--- src/rtl/operand_fwd_ctrl.sv ---
// Forwarding and load-use hazard control for the EX-stage operand muxes.
// Tracks the destination records of the EX and MEM instructions and registers the 3:1 mux selects.
module operand_fwd_ctrl #(
  parameter int RW           = 6,
  parameter int HAS_ZERO_REG = 0,
  parameter int CNT_W        = 16
) (
  input  logic             clk,
  input  logic             rst_n,
  input  logic             dec_valid,
  input  logic [RW-1:0]    dec_rs,
  input  logic [RW-1:0]    dec_rt,
  input  logic [RW-1:0]    dec_rd,
  input  logic             dec_wr,
  input  logic             dec_load,
  input  logic             flush,
  output logic [1:0]       sel_a,
  output logic [1:0]       sel_b,
  output logic             stall,
  output logic [CNT_W-1:0] stall_cnt
);

  localparam logic [1:0] SEL_RF  = 2'b00;
  localparam logic [1:0] SEL_ALU = 2'b01;
  localparam logic [1:0] SEL_WB  = 2'b10;

  // EX record (_p1) and MEM record (_p2). MEM keeps no load flag: a load
  // that has reached MEM forwards from writeback like any other producer.
  logic          vld_p1;
  logic [RW-1:0] rd_p1;
  logic          load_p1;
  logic          vld_p2;
  logic [RW-1:0] rd_p2;

  logic ex_hit_a, ex_hit_b, mem_hit_a, mem_hit_b;
  logic advance;

  function automatic logic src_hit(input logic v, input logic [RW-1:0] rd,
                                   input logic [RW-1:0] src, input logic dv);
    return dv && v && (rd == src) && !((HAS_ZERO_REG != 0) && (src == '0));
  endfunction

  // Most recent producer wins: EX result beats MEM writeback data.
  function automatic logic [1:0] pick_sel(input logic ex_hit, input logic mem_hit);
    if (ex_hit)  return SEL_ALU;
    if (mem_hit) return SEL_WB;
    return SEL_RF;
  endfunction

  function automatic logic [CNT_W-1:0] sat_inc(input logic [CNT_W-1:0] cnt);
    return (cnt == '1) ? cnt : cnt + CNT_W'(1);
  endfunction

  assign ex_hit_a  = src_hit(vld_p1, rd_p1, dec_rs, dec_valid);
  assign ex_hit_b  = src_hit(vld_p1, rd_p1, dec_rt, dec_valid);
  assign mem_hit_a = src_hit(vld_p2, rd_p2, dec_rs, dec_valid);
  assign mem_hit_b = src_hit(vld_p2, rd_p2, dec_rt, dec_valid);

  assign stall   = !flush && dec_valid && vld_p1 && load_p1 && (ex_hit_a || ex_hit_b);
  assign advance = !stall && !flush;

  // ---- decode -> EX / EX -> MEM boundary: control ----
  always_ff @(posedge clk) begin
    if (!rst_n) begin
      vld_p1    <= 1'b0;
      vld_p2    <= 1'b0;
      sel_a     <= SEL_RF;
      sel_b     <= SEL_RF;
      stall_cnt <= '0;
    end else begin
      vld_p2 <= vld_p1;
      if (stall) stall_cnt <= sat_inc(stall_cnt);
      if (advance) begin
        vld_p1 <= dec_valid && dec_wr;
        sel_a  <= pick_sel(ex_hit_a, mem_hit_a);
        sel_b  <= pick_sel(ex_hit_b, mem_hit_b);
      end else begin
        vld_p1 <= 1'b0;
        sel_a  <= SEL_RF;
        sel_b  <= SEL_RF;
      end
    end
  end

  // ---- decode -> EX / EX -> MEM boundary: record payload ----
  always_ff @(posedge clk) begin
    rd_p2 <= rd_p1;
    if (advance) begin
      rd_p1   <= dec_rd;
      load_p1 <= dec_load;
    end
  end

endmodule

--- config.mk ---
export PLATFORM = sky130hd
export DESIGN_NAME = operand_fwd_ctrl
export DESIGN_NICKNAME = d
export VERILOG_FILES = /design/src/rtl/operand_fwd_ctrl.sv
export SDC_FILE = /design/constraint.sdc
export NUM_CORES = 1
export LEC_CHECK = 0
export ABC_CLOCK_PERIOD_IN_PS = 6650
export CORE_ASPECT_RATIO = 0.9
export CORE_MARGIN = 5
export CORE_UTILIZATION = 40
export DETAILED_ROUTE_END_ITERATION = 6
export PLACE_DENSITY = 0.73
export SETUP_SLACK_MARGIN = 0.15
export SYNTH_ARGS = -nofsm -noshare
export SYNTH_HDL_FRONTEND = slang
export SYNTH_SLANG_ARGS = --single-unit
export TNS_END_PERCENT = 1
--- constraint.sdc ---
create_clock -name clk -period 6.65 [get_ports clk]
set_input_delay 1.995 -clock clk [delete_from_list [all_inputs] [get_ports clk]]
set_output_delay 1.995 -clock clk [all_outputs]
set_load 0.1 [all_outputs]
# Yosys cells after proc, flatten, opt, wreduce, memory -nomap -nowiden
# Index checks and enable logic that the tools add are counted.
totals:
  register_bits: 35
  output_inout_bits: 21
  input_bits: 24
classes:
  n_addsub: 1
  n_eq_ne: 5
  n_reduce_logical: 17
  bitwise_logic: 1
  n_mux: 22
ops:
  columns: ["operator", "n"]
  rows:
  - ["$eq 6x6->1", 4]
  - ["$add 16x1->16 const B", 1]
  - ["$eq 16x16->1 const B", 1]
  - ["$mux 2", 8]
  - ["$mux 1", 14]
  - ["$logic_and 1x1->1", 12]
  - ["$reduce_and 2->1", 2]
  - ["$logic_not 1->1", 2]
  - ["$logic_or 1x1->1", 1]
  - ["$not 1->1", 1]

# Logic depth before layout (Yosys ltp)
# Gate-level depths: netlist of the first run.
logic_depth:
  depth_word: 14
  depth_mapped: 7

# Worst setup path after synthesis of the first run
# No wires, ideal clock.
synth_timing:
  kind: "in2out"
  startpoint: "input port dec_rs[4]"
  endpoint: "output port stall"
  cell_stages: 6
  slack_ns: 0.185
  arrival_ns: 4.470
  path_buffers: 1
  cell_sequence: "xor2_1 > or4_1 > nor4_4 > o21ai_2 > buf_2 > nor2_1"
synth_via:
  elab_chain_cells: 4
synth_rtl:
  columns: ["item", "line_no", "text"]
  rows:
  - ["start, declared", "11", "input logic [RW-1:0] dec_rs,"]
  - ["$eq 6x6->1", "40", "return dv && v && (rd == src) && !((HAS_ZERO_REG != 0) && (src == '0));"]
  - ["$logic_and 1x1->1", "40", null]
  - ["$logic_or 1x1->1", "59", "assign stall = !flush && dec_valid && vld_p1 && load_p1 && (ex_hit_a || ex_hit_b);"]
  - ["$logic_and 1x1->1", "59", null]
  - ["end, declared", "19", "output logic stall,"]
# No other way between the ends.

# Worst setup path after layout of the first run
layout_timing:
  startpoint: "input port dec_valid"
  endpoint: "output port stall"
layout_via:
  elab_chain_cells: 4
layout_rtl:
  columns: ["item", "line_no", "text"]
  rows:
  - ["start, declared", "10", "input logic dec_valid,"]
  - ["$logic_and 1x1->1 (on tied branches) (2 in series)", "59, 40", null]
  - ["$logic_and 1x1->1 / $logic_or 1x1->1 (equally long branches)", "59", null]
  - ["$logic_and 1x1->1 *", "59", null]
# Every way passes the cells marked *; elsewhere a longest branch is shown, timed or not.

==> impl_results.md, run 1 <==
* Status: complete, no violations
* Clock Path Buffers at 2
* Placed Area at 2100 um2
* Worst slew pin tran at 993 ps
* Hold path start: rd_p1[1]
* CTS H-Tree Depth at 2
* Die area at 5360 um2
* First-pass GRT wire length at 6.20 mm
* Hold EP: rd_p2[1]
* Initial Utilization at 42.2%
* Seq/Total Area, Yosys at about half
* Largest net degree at the start of global routing at 19
* WL/cell at 15.1 um
* Nets at between 200 and 250
* I/O Pins at 45
* Crit path kind: in -> out
* Post-Syn Nets at 183
* Routability cong. at ~0.88
* Post-synth ARST share at 0%
* Final setup viols at 0
* GRT Util Overall at 14.2%
* CTS root buf: clkbuf_8
* PwrDens at 188 nW/um2
* CP Max Fanout at 12
* Port Buf Inserts at 44
* DR vias at 1399
* CTS Hold Bufs at 0
* Area growth from synthesis to layout at 36.3%
* Routed Antenna Nets at 0
* Overflow after GRT at 0
* Router iterations before antenna repair at 4
* Cell taking the most area after synthesis: dfxtp_1
* Hold Path Cell Cnt at 0
* MaxCap Viol Count at 0
* Die Ht at 69.9 um
* DR iter-0 viols at 95
* Fin crit period at approximately 6100 ps
* Netlist cell types at 33
* Post-cts gate resize count at 0
* Worst Skew at 8.00 ps
* Leak at 0.714 nW
* Crit end category: primary output
* Final setup TNS at 0 ps
* Clock-pin slew on the worst setup and hold paths at 60 ps
* Top cells by instance count after synthesis: dfxtp_1 (28), xor2_1 (21), a21oi_1 (11), nand3_1 (8), or4_1 (8)
* Final Instance Area at 2180 um2
* Setup repair bufs after CTS at 0
* Max Slew Vio Count at 0
* Worst Hold Class: reg -> reg
* Synth top area share at between 30% and 40%
* Flop2flop setup slack at 4120 ps
* Synth Cell Area at ~1600 um2
* WL final at 3.83 mm
* Residual DRC at 0
* Core ar. at 3780 um2
* Hpwl dp at 2.97 mm
* Final Hold Vio Count at 0
* Number of synthesized flops with an enable pin at 7
* CTS tree: done
* Worst slew margin at 33.6%
* Clk_lat worst skew at between 200 and 300 ps
* Mapped Avg Cell Area at 10.1 um2
* Post-synthesis register bit count at 35
* Vias in the first global route at 1346
* Leading post-synthesis cells by cell area: dfxtp_1 (35%), edfxtp_1 (13%), xor2_1 (12%)
* CTS Buf Count at 5
* Mapped Cells at between 150 and 200
* Reg-to-Reg End: stall_cnt[7]
* Predominant post-synthesis flop cell: dfxtp_1
* Critical path required time at 4660 ps
* Data arrival, critical path at between 4000 and 5000 ps
* Most frequent cell after synthesis: dfxtp_1
* Antenna cells at 0
* Die X at 76.6 um
* VDD IR max at 0.122 mV
* Initial antenna violation count at 0
* DR vias/cell at approximately 5.5
* RSZ-0062 raised after global routing: false
* Critical R2R Launch: rd_p1[5]
* Yosys warning total at 0
* Clock Sinks at 35
* Peak Freq at ~160 MHz
* Layout cells sized above 1 at 5.31%
* Reg2reg path depth at 6
* Period utilization at 92.4%
* Startpoint types: primary input
* Rows at 21
==> cell usage in the layout (no fill, tap or decap), types with 4 or more instances in the layout <==
cell type and n:
or3_1 4, o21ai_0 5, nand2_1 7, xor2_1 21
or4_1 8, clkbuf_8 5, nand3_1 8, xnor2_1 6
dfxtp_1 28, inv_1 5, edfxtp_1 7, o31ai_1 7
clkdlybuf4s50_1 43, a21oi_1 11, nand4_1 4, nor2_1 7
==> cells by family after synthesis <==
| logic type | Yosys count | synth area share, % |
|---|---|---|
| AND/OR/NAND/NOR | 54 | 21.4 |
| flip-flops | 35 | 48.3 |
| AO/OA/AOI/OAI | 31 | 12.3 |
| XOR/XNOR | 27 | 14.8 |
| buffers and inverters | 10 | 2.43 |
| adder cells (fa/ha/maj) | 1 | 0.784 |
==> power by group <==
| group | internal (mW) | leakage [nW] | switching [mW] |
|---|---|---|---|
| clock | 0.0713 | 0.0403 | 0.0698 |
| sequential | 0.224 | 0.296 | 0.00616 |
| combinational | 0.0212 | 0.377 | 0.0180 |
| total | 0.316 | 0.714 | 0.0939 |
==> sequential cells by signal, summed over array words and instances (netlist names) <==
name       cells
load_p1        1
rd_p1          6
rd_p2          6
sel_a          2
sel_b          2
stall_cnt     16
vld_p1         1
vld_p2         1
==> critical path: stages <==
cell,delay (ps)
clkdlybuf4s50_1,500
nand2_1,90
or4_4,550
nor4_4,350
o21ai_2,240
nor2_1,220
buf_12,200
==> layout make-up <==
type,count,area (um2)
Multi-Input combinational cell,113,787
Inverter,6,22.5
Clock inverter,2,7.51
Timing Repair Buffer,45,458
Clock buffer,6,72.6
Tap cell,46,57.6
Sequential cell,35,771
Fill cell,331,1610
==> stage by stage <==
stage | utilization [%] | power [mW] | setup slack, ps | hold WS (ps) | instances
3_3_place_gp | 55.4 | 0.272 | 595 | 422 | 245
5_1_grt | 57.5 | 0.425 | 423 | 468 | 253
2_1_floorplan | - | 0.251 | 185 | 408 | 158
4_1_cts | 57.5 | 0.413 | 533 | 456 | 253
3_5_place_dp | 55.4 | 0.273 | 546 | 441 | 245
6_report | 57.5 | 0.410 | 503 | 450 | 253
==> per-layer routing <==
layer / vias up / global-route usage (%) / share of wire (%)
li1: 682 / - / -
met1: 680 / 17.4 / 44
met2: 30 / 23.3 / 50
met3: 7 / 3.47 / 5.1
met4: 0 / 6.80 / 1.6
met5: - / 0 / 0
==> how the worst max path moves through the flow <==
stage / start / endpoint / slack (ps) / depth (start not counted)
after floorplan: dec_rs[4] / stall / 190 / 6
after global routing: dec_valid / stall / 420 / 7
after detailed placement: dec_valid / stall / 550 / 7
after CTS: dec_valid / stall / 530 / 7
final: dec_valid / stall / 500 / 7
after global placement: dec_rt[5] / stall / 600 / 7
Power figures use the tool's default switching activity.
==> run 2, diff against run 1 <==
Settings changed: CORE_MARGIN 5 to 2, CTS_CLUSTER_DIAMETER set to 100.
==> run 2 against run 1 <==
- largest cell class unchanged
- combinational power hardly changed
- critical endpoint unchanged
- maximum frequency is 1.4% lower
- largest power group unchanged
- cell count is 0.40% lower
- first-iteration DRC count is 9.5% higher
- global-route usage rose by 2.7 points
==> impl_results.md, run 2 (synthesized netlist as in run 1, its figures left out) <==
* CP Max Fanout at 12
* PwrDens at roughly 210 nW/um2
* Residual DRC at 0
* CTS tree: done
* RSZ-0062 raised after global routing: false
* Max FFs per register at 16
* Pwr Total at 0.454 mW
* Clock power share at 40.9%
* Max Slew Vio Count at 0
* Nets at 230
* Initial Utilization at approximately 42%
* Worst slew pin tran at 987 ps
* Die Ht at 63.9 um
* Clk_lat worst skew at 290 ps
* Worst Skew at between 5 and 6 ps
* VDD IR max at 0.108 mV
* Critical R2R Launch: rd_p1[4]
* Most frequent cells in the layout: clkdlybuf4s50_1 (43), dfxtp_1 (28), xor2_1 (21)
* DR vias at 1370
* Router iterations before antenna repair at 5
* Routability cong. at 0.839
* MaxCap Viol Count at 0
* Fin crit period at 6230 ps
* Setup repair bufs after CTS at 0
* Antenna cells at 0
* WL/cell at roughly 15 um
* Initial antenna violation count at 0
* Sequential power share at around 50%
* Hold EP: rd_p2[2]
* Layout Utilization at 58.0%
* DR vias/cell at 5.44
* Routed Antenna Nets at 0
* Final Hold Vio Count at 0
* Hold slack at 441 ps
* Reg-to-Reg End: stall_cnt[9]
* Status: complete, no violations
* Largest net degree at the start of global routing at 19
* Area growth from synthesis to layout at 37.5%
* Die area at 4510 um2
* Rows at 21
* Data arrival, critical path at 4240 ps
* Clock Path Buffers at 2
* Final setup viols at 0
* Biggest regs: stall_cnt: 16 flops, rd_p1: 6 flops, rd_p2: 6 flops
* WL final at 3.71 mm
* I/O Pins at 45
* Vias in the first global route at about 1300
* Largest Register: stall_cnt
* First-pass GRT wire length at ~5.9 mm
* Worst slew margin at 34.0%
* Die X at 70.6 um
* DR iter-0 viols at 104
* Crit end category: primary output
* Hold Path Cell Cnt at 0
* Hold path start: rd_p1[2]
* Crit path kind: in -> out
* Startpoint types: primary input
* P_int at about 0.35 mW
* Flop2flop setup slack at roughly 4000 ps
* Final setup TNS at 0 ps
* Hpwl dp at between 2 and 3 mm
* Post-cts gate resize count at 0
* Core ar. at 3780 um2
* Clock-pin slew on the worst setup and hold paths at 70 ps
* Period utilization at between 90% and 100%
* FILL cells at 345
* CTS root buf: clkbuf_8
* CTS H-Tree Depth at 2
* Sw power at 0.100 mW
* Leak at 0.724 nW
* Overflow after GRT at 0
* Comb power frac at 8.6%
* GRT Util Overall at 16.8%
* CTS Buf Count at 5
* Layout cells sized above 1 at under 10%
* Reg2reg path depth at 6
* Commonest non-fill, non-tap cell in the layout: clkdlybuf4s50_1
* CTS Hold Bufs at 0
* Clock Sinks at 35
* Critical path required time at 4660 ps
* Worst Hold Class: reg -> reg
* Port Buf Inserts at 44
* Peak Freq at 160 MHz
* Switching Share at 22.0%
run 2: critical path: stages:
cell and delay (ps):
clkdlybuf4s50_1 450, xor2_1 180, or4_1 560, nor4_4 360, o21ai_2 240, nor2_1 230, buf_12 210
run 2: final cells by class:
cell class	instances	area, um2	share of cell area (%)
multi-input cells	113	787	35.8
flip-flops and latches	35	771	35.1
repair buffers	44	450	20.5
clock buffers	5	68.8	3.13
well taps	46	57.6	2.62
clock inverters	3	38.8	1.77
inverters	6	22.5	1.03
run 2: worst max-delay path by stage:
stage,from,to,slack (ps),depth (start not counted)
2_1_floorplan,dec_rs[4],stall,190,6
3_3_place_gp,dec_rs[4],stall,550,7
3_5_place_dp,dec_rs[4],stall,460,7
4_1_cts,dec_rs[4],stall,440,7
5_1_grt,dec_rs[4],stall,340,7
6_report,dec_rs[4],stall,420,7
run 2: metal layers:
layer  up-vias  share of wire [%]  global-route usage, %
met5         -                  0                      0
met2        36                 47                   26.5
met4         0                1.7                   7.55
met1       646                 46                   21.9
li1        682                  -                      -
met3         6                5.2                   4.10
run 2: through the flow:
stage / instance area, um2 / setup slack (ps) / cells
final: 2200 / 417 / 252
after detailed placement: 2090 / 460 / 244
after CTS: 2200 / 436 / 252
after global routing: 2200 / 344 / 252
after floorplan: 1600 / 185 / 158
after global placement: 2090 / 553 / 244
run 2: power groups by stage:
stage | clock (mW) | combinational, mW | sequential [mW]
after global placement | 0 | 0.0376 | 0.234
after detailed placement | 0 | 0.0389 | 0.234
after CTS | 0.187 | 0.0392 | 0.230
final | 0.186 | 0.0390 | 0.230
after global routing | 0.198 | 0.0419 | 0.231
after floorplan | 0 | 0.0181 | 0.233
==> run 3, diff against run 2 <==
Settings changed: CAP_MARGIN set to 20.
==> results of run 3 <==
No change in the layout: final DEF, timing and power equal those of run 2.
